**config.mk**
```make
export PLATFORM = sky130hd
export DESIGN_NAME = img_buf_rd_stream_flat
export DESIGN_NICKNAME = d
export VERILOG_FILES = /design/src/rtl/img_buf_rd_stream_if.sv /design/src/rtl/img_buf_rd_stream.sv /design/src/flat_wrapper.sv
export SDC_FILE = /design/constraint.sdc
export NUM_CORES = 1
export LEC_CHECK = 0
export ABC_AREA = 0
export BUFFER_PORTS_ARGS = -buffer_cell sky130_fd_sc_hd__buf_4
export CAP_MARGIN = 5
export CORE_ASPECT_RATIO = 1.25
export CORE_MARGIN = 4
export CORE_UTILIZATION = 40
export DETAILED_ROUTE_END_ITERATION = 6
export GPL_ROUTABILITY_DRIVEN = 0
export PLACE_DENSITY = 0.6
export SLEW_MARGIN = 20
export SYNTH_ARGS = -nofsm -noshare
export SYNTH_HDL_FRONTEND = slang
export SYNTH_SLANG_ARGS = --single-unit
```
**constraint.sdc**
```tcl
create_clock -name clk -period 3.81 [get_ports clk]
set_input_delay 0.1905 -clock clk [delete_from_list [all_inputs] [get_ports clk]]
set_output_delay 0.1905 -clock clk [all_outputs]
set_load 0.005 [all_outputs]
```
**src/rtl/img_buf_rd_stream_if.sv**
```systemverilog
// ---------------------------------------------------------------------------
// img_buf_rd_stream_if
//   Valid/ready chunk stream that leaves the image-buffer row reader.
//
//   Signals:
//     out_data  [OUT_W]  current chunk of the row being streamed
//     out_valid          chunk valid
//     out_ready          downstream accepts the chunk this cycle
//     out_sol            chunk is the first (LSB) chunk of a row
//     out_last           chunk is the final chunk of the final row of a frame
//
//   Modports:
//     master  the reader (drives data/valid/sol/last, samples ready)
//     slave   the consumer (coprocessor datapath or VGA/host path)
// ---------------------------------------------------------------------------
interface img_buf_rd_stream_if #(
  parameter int OUT_W = 32
);
  logic [OUT_W-1:0] out_data;
  logic             out_valid;
  logic             out_ready;
  logic             out_sol;
  logic             out_last;

  modport master (
    output out_data, out_valid, out_sol, out_last,
    input  out_ready
  );

  modport slave (
    input  out_data, out_valid, out_sol, out_last,
    output out_ready
  );
endinterface

```
**src/rtl/img_buf_rd_stream.sv**
```systemverilog
// ---------------------------------------------------------------------------
// img_buf_rd_stream
//   Row-streaming reader for the ROWS x ROW_W 1-bpp image buffer. A start
//   command selects a contiguous (possibly wrapping) range of rows. Each row
//   is fetched through the buffer's synchronous read port (one-cycle read
//   latency) and serialized LSB-first into OUT_W-bit chunks on a valid/ready
//   stream. Every row costs FETCH + LOAD + CHUNKS stream cycles.
//
//   Ports:
//     clk        system clock, posedge
//     rst_n      asynchronous active-low reset
//     start      command strobe, sampled only while idle
//     row_first  first row of the frame, captured with an accepted start
//     row_last   last row of the frame, captured with an accepted start
//     busy       high from the cycle after an accepted start through DONE
//     done       one-cycle pulse at the end of a frame
//     raddr      buffer read address (registered; equals the current row)
//     rdata      buffer read data, valid one clock after raddr
//     strm       chunk stream, img_buf_rd_stream_if.master
//
//   Configuration:
//     IMG_RD_VFLIP_EN  when defined, rows are walked downward (vertical flip)
//                      and the frame spans (row_first - row_last) mod ROWS + 1
//                      rows; otherwise rows are walked upward.
// ---------------------------------------------------------------------------
module img_buf_rd_stream #(
  parameter int ROWS   = 512,
  parameter int ROW_W  = 512,
  parameter int OUT_W  = 32,
  parameter int ADDR_W = 9
) (
  input  logic                  clk,
  input  logic                  rst_n,
  input  logic                  start,
  input  logic [ADDR_W-1:0]     row_first,
  input  logic [ADDR_W-1:0]     row_last,
  output logic                  busy,
  output logic                  done,
  output logic [ADDR_W-1:0]     raddr,
  input  logic [ROW_W-1:0]      rdata,
  img_buf_rd_stream_if.master   strm
);

  localparam int CHUNKS = ROW_W / OUT_W;
  localparam int CIDX_W = (CHUNKS > 1) ? $clog2(CHUNKS) : 1;
  localparam logic [CIDX_W-1:0] CIDX_LAST = CIDX_W'(CHUNKS - 1);
  localparam logic [CIDX_W-1:0] CIDX_PEN  = CIDX_W'(CHUNKS - 2);

  typedef enum logic [2:0] {
    S_IDLE,
    S_FETCH,
    S_LOAD,
    S_STREAM,
    S_DONE
  } state_t;

  state_t              state;
  logic [ADDR_W-1:0]   cur_row;
  logic [ADDR_W-1:0]   rows_left;  // rows still to fetch after the current one
  logic [CIDX_W-1:0]   chunk_idx;
  logic [ROW_W-1:0]    row_reg;    // shifted right one chunk per handshake
  logic                out_valid_q;
  logic                out_sol_q;
  logic                out_last_q;

  // (a - b) mod ROWS for row indices in 0..ROWS-1.
  function automatic logic [ADDR_W-1:0] row_span(input logic [ADDR_W-1:0] a,
                                                 input logic [ADDR_W-1:0] b);
    if (a >= b) return a - b;
    return ADDR_W'(ROWS - int'(b) + int'(a));
  endfunction

  function automatic logic [ADDR_W-1:0] next_row(input logic [ADDR_W-1:0] r);
`ifdef IMG_RD_VFLIP_EN
    if (r == '0) return ADDR_W'(ROWS - 1);
    return r - 1'b1;
`else
    if (r == ADDR_W'(ROWS - 1)) return '0;
    return r + 1'b1;
`endif
  endfunction

  // The read address is the current-row register itself, so the buffer sees
  // the new row from the first FETCH cycle onward.
  assign raddr          = cur_row;
  assign strm.out_data  = row_reg[OUT_W-1:0];
  assign strm.out_valid = out_valid_q;
  assign strm.out_sol   = out_sol_q;
  assign strm.out_last  = out_last_q;

  // NOTE: every register here is updated with <= so all of them see the
  // pre-edge values of each other; blocking assignments would make the result
  // depend on statement order.
  always_ff @(posedge clk or negedge rst_n) begin
    if (!rst_n) begin
      state       <= S_IDLE;
      cur_row     <= '0;
      rows_left   <= '0;
      chunk_idx   <= '0;
      // NOTE: the wide row register is reset on purpose: it drives out_data
      // directly and out_data must read 0 out of reset.
      row_reg     <= '0;
      out_valid_q <= 1'b0;
      out_sol_q   <= 1'b0;
      out_last_q  <= 1'b0;
      busy        <= 1'b0;
      done        <= 1'b0;
    end else begin
      done <= 1'b0;
      unique case (state)
        S_IDLE: begin
          if (start) begin
            cur_row <= row_first;
`ifdef IMG_RD_VFLIP_EN
            rows_left <= row_span(row_first, row_last);
`else
            rows_left <= row_span(row_last, row_first);
`endif
            busy  <= 1'b1;
            state <= S_FETCH;
          end
        end

        // Buffer samples raddr at the edge that closes this cycle.
        S_FETCH: state <= S_LOAD;

        S_LOAD: begin
          row_reg     <= rdata;
          chunk_idx   <= '0;
          out_valid_q <= 1'b1;
          out_sol_q   <= 1'b1;
          out_last_q  <= (CHUNKS == 1) && (rows_left == '0);
          state       <= S_STREAM;
        end

        S_STREAM: begin
          // Outputs only move on a handshake, which holds them under stall.
          if (strm.out_ready) begin
            row_reg    <= row_reg >> OUT_W;
            chunk_idx  <= chunk_idx + 1'b1;
            out_sol_q  <= 1'b0;
            out_last_q <= (chunk_idx == CIDX_PEN) && (rows_left == '0);
            if (chunk_idx == CIDX_LAST) begin
              out_valid_q <= 1'b0;
              out_last_q  <= 1'b0;
              if (rows_left == '0) begin
                done  <= 1'b1;
                state <= S_DONE;
              end else begin
                rows_left <= rows_left - 1'b1;
                cur_row   <= next_row(cur_row);
                state     <= S_FETCH;
              end
            end
          end
        end

        S_DONE: begin
          busy  <= 1'b0;
          state <= S_IDLE;
        end

        default: state <= S_IDLE;
      endcase
    end
  end

endmodule

```
**src/flat_wrapper.sv**
```systemverilog
// flat-port wrapper written by rule: the top's interface ports become plain ports
module img_buf_rd_stream_flat 
#(
  parameter int ROWS   = 512,
  parameter int ROW_W  = 512,
  parameter int OUT_W  = 32,
  parameter int ADDR_W = 9
)
  (clk, rst_n, start, row_first, row_last, busy, done, raddr, rdata, strm_out_data, strm_out_valid, strm_out_sol, strm_out_last, strm_out_ready);
  img_buf_rd_stream_if #(.OUT_W(OUT_W)) strm_i ();
  input  logic clk;
  input  logic rst_n;
  input  logic start;
  input  logic [ADDR_W-1:0] row_first;
  input  logic [ADDR_W-1:0] row_last;
  output logic busy;
  output logic done;
  output logic [ADDR_W-1:0] raddr;
  input  logic [ROW_W-1:0] rdata;
  output wire logic [$bits(strm_i.out_data)-1:0] strm_out_data;
  output wire logic [$bits(strm_i.out_valid)-1:0] strm_out_valid;
  output wire logic [$bits(strm_i.out_sol)-1:0] strm_out_sol;
  output wire logic [$bits(strm_i.out_last)-1:0] strm_out_last;
  input wire logic [$bits(strm_i.out_ready)-1:0] strm_out_ready;
  assign strm_out_data = strm_i.out_data;
  assign strm_out_valid = strm_i.out_valid;
  assign strm_out_sol = strm_i.out_sol;
  assign strm_out_last = strm_i.out_last;
  assign strm_i.out_ready = strm_out_ready;
  img_buf_rd_stream #(.ROWS(ROWS), .ROW_W(ROW_W), .OUT_W(OUT_W), .ADDR_W(ADDR_W)) u_core (.clk(clk), .rst_n(rst_n), .start(start), .row_first(row_first), .row_last(row_last), .busy(busy), .done(done), .raddr(raddr), .rdata(rdata), .strm(strm_i));
endmodule
```
==> impl_metrics.env, run 1 <==
export IMPL_area_growth_pct=49.0
export IMPL_async_flop_share_pct=100
export IMPL_worstReg2RegStart="u_core.rows_left[0]"
export IMPL_avgSynthCellArea_sq_um=10.3
export IMPL_cts_made_buffers=57
export IMPL_power_density_nw_per_um2=529
export IMPL_routedWlPerCell_microns=19.8
export IMPL_die_area_sq_um=66800
export IMPL_fin_util_pct=60.2
export IMPL_clock_latency_ns=0.60
export IMPL_r2r_end="u_core.raddr[0]"
export IMPL_cts_sinks=542
export IMPL_clk_pin_slew_ns=0.06
export IMPL_via_per_inst=5.02
export IMPL_reg2reg_depth=6
export IMPL_synth_main_ff_cell="dfrtp_1"
export IMPL_cts_setup_buffers=0
export IMPL_max_freq_mhz=343
export IMPL_root_buffer="clkbuf_16"
export IMPL_cts_tree="done"
export IMPL_crit_path_start_kind="flip-flop"
export IMPL_skew_ns=0.0170
export IMPL_setup_viol=0
export IMPL_fin_nets=3974
export IMPL_p_leak_nw=20.0
export IMPL_holdBufCountCts=524
export IMPL_portBuffers=579
export IMPL_cp_data_required_time_ns=4.30
export IMPL_yosysSeqAreaShare_pct=54.1
export IMPL_yosys_warnings=0
export IMPL_syn_inst=2423
export IMPL_ir_drop_mv=0.369
export IMPL_tns_ns=0
export IMPL_dp_hpwl_microns=58800
export IMPL_hold_end="u_core.rows_left[8]"
export IMPL_fin_crit_sh_pct=76.5
export IMPL_ant_nets=0
export IMPL_grt_pass1_vias=23100
export IMPL_pwr_share_clk_pct=28.2
export IMPL_crit_arrival_ns=3.40
export IMPL_fillers=5053
export IMPL_core_sq_um=62000
export IMPL_gr_total_overflow=0
export IMPL_initial_core_util_pct=40.4
export IMPL_seq_area_sq_um=13600
export IMPL_finalHoldViolCount=0
export IMPL_ys_ff_latch=542
export IMPL_seqPwrFrac_pct=46.3
export IMPL_syn_cell_area_sq_um=25100
export IMPL_drt_iter0_markers=1208
export IMPL_slew_headroom_pct=39.7
export IMPL_multi_input_comb_area_sq_um=10500
export IMPL_grt_first_pass_wirelength_microns=131000
export IMPL_rsz0062_at_grt="false"
export IMPL_crit_fanout=33
export IMPL_wl_microns=85900
export IMPL_layout_min_cycle_time_ns=2.91
export IMPL_worst_slew_pin_slew_ns=0.904
export IMPL_drc=0
export IMPL_synth_enable_flop_cells=0
export IMPL_worstSetupPathType="reg -> reg"
export IMPL_comb_power_share_pct=25.5
export IMPL_gr_usage_all_layers_pct=24.8
export IMPL_rows=102
export IMPL_io_pins=580
export IMPL_outcome="finished, final reports clean"
export IMPL_largest_reg_flops=512
export IMPL_layout_drive_gt1_share_pct=20.9
export IMPL_clockBufferDepth=3
export IMPL_h_tree_depth=2
export IMPL_worstHoldStart="row_last[8]"
export IMPL_hp_class="in -> reg"
export IMPL_die_width_microns=232
export IMPL_numPlacedInstances=3674
export IMPL_finalMaxSlewViolations=0
export IMPL_die_y_microns=288
export IMPL_cts_resized_gates=0
export IMPL_final_cells=4330
export IMPL_power_switching_w=0.00633
export IMPL_drt_pass1_iter_count=7
export IMPL_place_area_sq_um=30100
export IMPL_r2r_setup_slack_ns=0.90
export IMPL_antenna_found_initial=23
export IMPL_finish_instance_area_sq_um=37300
export IMPL_syn_nets=2972
export IMPL_switching_share_pct=32.0
export IMPL_power_internal_w=0.0134
export IMPL_synthDistinctLibCells=51
export IMPL_max_cap_violations=0
export IMPL_worstSetupEndpointType="flip-flop"
export IMPL_grt_max_degree=149
export IMPL_route_vias_total=21800
export IMPL_worstHoldPathCells=4
## worst max-delay path by stage
stage	startpoint	endpoint	slack, ns	cells after the start
after floorplan	u_core.rows_left[0]	u_core.rows_left[3]	1.51	8
after global placement	u_core.rows_left[0]	u_core.raddr[0]	1.01	6
after detailed placement	u_core.rows_left[0]	u_core.raddr[0]	0.89	6
after CTS	u_core.rows_left[0]	u_core.raddr[0]	0.88	6
after global routing	u_core.rows_left[0]	u_core.raddr[0]	0.75	6
final	u_core.rows_left[0]	u_core.raddr[0]	0.90	6
## power by group through the flow
| stage | Sequential [W] | Combinational [W] | Clock, W |
|---|---|---|---|
| after floorplan | 0.00848 | 0.00315 | 0 |
| after global placement | 0.00916 | 0.00438 | 0 |
| after detailed placement | 0.00925 | 0.00454 | 0 |
| after CTS | 0.00914 | 0.00502 | 0.00571 |
| after global routing | 0.00933 | 0.00568 | 0.00593 |
| final | 0.00915 | 0.00504 | 0.00558 |
## metrics by stage
| step | power [W] | setup slack (ns) | hold WS, ns |
|---|---|---|---|
| floorplan | 0.0116 | 1.51 | -0.105 |
| global placement | 0.0135 | 1.01 | 0.329 |
| detailed placement | 0.0138 | 0.889 | 0.341 |
| CTS | 0.0199 | 0.878 | 0.0495 |
| global route | 0.0209 | 0.752 | 0.0585 |
| finish | 0.0198 | 0.896 | 0.100 |
## cells in the final DEF (no fill, tap or decap), drive strengths merged, types with 3 or more instances in the layout
cell and n:
ha 14, dlygate4sd3 524, xnor2 3, o21ai 505
or2 4, nor3 6, and3 7, nand2 494
nor2 31, nand3 5, mux2i 482, dfrtp 542
o32a 4, nor3b 7, a21oi 16, nor2b 3
a22o 32, inv 20, o31a 3, clkinv 10
a21o 6, diode 27, buf 627, clkbuf 92
## cell usage after synthesis, types with 7 or more instances
cell type,n,area share [%]
buf_1,22,0.33
o21ai_0,499,10
nand2_1,494,7.4
mux2i_1,482,19
nor3b_1,7,0.21
nor2_1,31,0.46
buf_2,29,0.58
a21oi_1,16,0.32
and3_1,7,0.17
clkbuf_1,123,1.8
dfrtp_1,542,54
ha_1,14,0.70
a22o_1,32,1.1
buf_4,33,0.99
inv_1,18,0.27
## metal layers
layer | track usage (%) | routed length [microns] | up-vias
met4 | 11.2 | 4250 | 4
li1 | - | - | 10400
met1 | 29.0 | 33200 | 10400
met2 | 43.9 | 43600 | 693
met5 | 0 | 28 | -
met3 | 4.98 | 4720 | 218
## cell families (layout without fill, tap and decap cells)
| group | after synthesis | after routing | synth area share, % |
|---|---|---|---|
| fa+ha+maj | 15 | 15 | 0.779 |
| compound gates | 585 | 585 | 12.6 |
| xor+xnor | 5 | 5 | 0.175 |
| flops | 542 | 542 | 54.1 |
| buf+inv | 226 | 1274 | 4.05 |
| simple gates | 567 | 567 | 8.98 |
| other cells | 0 | 27 | 0 |
| mux | 483 | 483 | 19.3 |
## area by class of cell
type / instances / area share (%)
Sequential cell: 542 / 36.3
Multi-Input combinational cell: 1655 / 28.1
Timing Repair Buffer: 1151 / 27.4
Clock buffer: 92 / 4.74
Tap cell: 832 / 2.79
Clock inverter: 13 / 0.271
Inverter: 18 / 0.181
Antenna cell: 27 / 0.181
## critical path, stage by stage, from the launching register on
cell and delay [ns]:
dfrtp_1 0.41, inv_1 0.08, ha_1 0.20, or4b_4 0.50, or4_4 0.54, a21boi_4 0.65, mux2_2 0.41
Note: power is estimated with default switching activity, not from simulation.
==> inputs of run 2 (changes only) <==
Settings changed: PLACE_DENSITY 0.6 to 0.63.
Clock period 3.81 ns to 2.5 ns, I/O delays scaled along.
==> impl_metrics.env, run 2 (same netlist as run 1, synthesis figures left out) <==
export IMPL_place_area_sq_um=30400
export IMPL_crit_start="u_core.rows_left[1]"
export IMPL_power_total_w=0.0301
export IMPL_cp_top_family="simple AND/OR/NAND/NOR gates"
export IMPL_antenna_found_initial=24
export IMPL_hold_slack_ns=-0.00721
export IMPL_critPathSlowestCell="or4b_4"
export IMPL_slew_headroom_pct=53.4
export IMPL_max_stage_delay_ns=0.48
export IMPL_skew_ns=0.0118
export IMPL_crit_fanout=7
export IMPL_r2r_setup_slack_ns=0.07
export IMPL_worstHoldPathCells=3
export IMPL_final_common_cell="buf_4"
export IMPL_via_per_inst=5.05
export IMPL_cts_made_buffers=56
export IMPL_finalHoldViolCount=1
export IMPL_r2r_end="u_core.rows_left[3]"
export IMPL_drt_iter0_markers=1257
export IMPL_clock_latency_ns=0.60
export IMPL_portBuffers=579
export IMPL_max_freq_mhz=411
export IMPL_core_sq_um=62000
export IMPL_gr_total_overflow=0
export IMPL_wl_microns=87000
export IMPL_crit_path_start_kind="flip-flop"
export IMPL_die_y_microns=288
export IMPL_die_area_sq_um=66800
export IMPL_reg2reg_depth=8
export IMPL_max_cap_violations=0
export IMPL_grt_first_pass_wirelength_microns=133000
export IMPL_worstHoldStart="rdata[285]"
export IMPL_cp_data_required_time_ns=2.97
export IMPL_violations="negative hold slack"
export IMPL_dp_hpwl_microns=59200
export IMPL_setup_viol=0
export IMPL_crit_chain="inv_1 > ha_4 > or4b_4 > or4_4 > a21boi_4 > buf_6 > a21oi_1 > o32a_1"
export IMPL_rows=102
export IMPL_final_cell_mix="buf_4, dfrtp_1, dlygate4sd3_1"
export IMPL_gr_usage_all_layers_pct=25.3
export IMPL_clockBufferDepth=3
export IMPL_fillers=4849
export IMPL_io_pins=580
export IMPL_hp_class="in -> reg"
export IMPL_worstReg2RegStart="u_core.rows_left[1]"
export IMPL_fin_util_pct=60.5
export IMPL_worstSetupEndpointType="flip-flop"
export IMPL_die_width_microns=232
export IMPL_layout_min_cycle_time_ns=2.43
export IMPL_multi_input_comb_area_sq_um=10500
export IMPL_drt_pass1_iter_count=5
export IMPL_worst_slew_pin_slew_ns=0.697
export IMPL_root_buffer="clkbuf_16"
export IMPL_tns_ns=0
export IMPL_cts_tree="done"
export IMPL_finish_instance_area_sq_um=37500
export IMPL_ant_nets=0
export IMPL_largest_reg_flops=512
export IMPL_seq_area_sq_um=13600
export IMPL_cts_sinks=542
export IMPL_grt_max_degree=96
export IMPL_crit_arrival_ns=2.91
export IMPL_grt_pass1_vias=23600
export IMPL_layout_drive_gt1_share_pct=21.3
export IMPL_power_density_nw_per_um2=801
export IMPL_routedWlPerCell_microns=20.1
export IMPL_ir_drop_mv=0.561
export IMPL_hold_end="u_core.row_reg[285]"
export IMPL_outcome="complete, but fails checks"
export IMPL_clk_pin_slew_ns=0.06
export IMPL_finalMaxSlewViolations=0
export IMPL_critical_path_buf_inv_count=2
export IMPL_fin_nets=3989
export IMPL_area_growth_pct=49.7
export IMPL_route_vias_total=21900
export IMPL_initial_core_util_pct=40.4
export IMPL_fin_crit_sh_pct=97.3
export IMPL_worstSetupPathType="reg -> reg"
export IMPL_drc=0
export IMPL_p_leak_nw=20.0
export IMPL_h_tree_depth=2
-- run 2: per-layer routing --
layer	share of wire [%]	wire [microns]	GRT usage, %	up-vias
met5	0.030	26	0	-
met4	4.5	3910	10.7	4
met3	5.3	4590	4.89	225
met2	51	44800	45.1	721
met1	39	33700	29.7	10500
li1	-	-	-	10500
-- run 2: worst register-to-register path, stage by stage, from the launching register on --
cell and delay, ns:
dfrtp_1 0.41, inv_1 0.12, ha_4 0.16, or4b_4 0.48, or4_4 0.46, a21boi_4 0.27, buf_6 0.16, a21oi_1 0.04
o32a_1 0.21
-- run 2: layout make-up --
type / count / area share (%)
flip-flops and latches: 542 / 36.1
multi-input cells: 1655 / 28.0
repair buffers: 1167 / 27.9
clock buffers: 84 / 4.47
well taps: 832 / 2.77
clock inverters: 16 / 0.333
inverters: 18 / 0.180
diodes: 25 / 0.167
-- run 2: worst max-delay path by stage --
stage | to | slack (ns) | cells past startpoint
6_report | u_core.rows_left[3] | 0.07 | 8
3_5_place_dp | u_core.rows_left[0] | -0.01 | 8
2_1_floorplan | u_core.rows_left[3] | 0.20 | 8
4_1_cts | u_core.rows_left[8] | 0.01 | 8
5_1_grt | u_core.rows_left[3] | -0.02 | 8
3_3_place_gp | u_core.rows_left[0] | 0.06 | 8
-- run 2: power by group --
group          switching (W)  total, W  internal (W)
clock network        0.00354   0.00826       0.00472
registers            0.00224    0.0139        0.0117
logic                0.00392   0.00788       0.00396
total                0.00970    0.0301        0.0204
-- run 2: metrics by stage --
stage	setup WS, ns	std cells
2_1_floorplan	0.195	2423
3_3_place_gp	0.0589	3688
3_5_place_dp	-0.0134	3688
4_1_cts	0.0136	4312
5_1_grt	-0.0179	4337
6_report	0.0669	4339
-- run 2: repair_timing --
action                                  4_1_cts  5_1_grt
setup buffers                                 0        2
endpoints found under the setup margin        5       18
pin swaps                                     0        2
hold endpoints to repair                    764        0
gates resized for setup                       1        7
hold buffers                                524        0
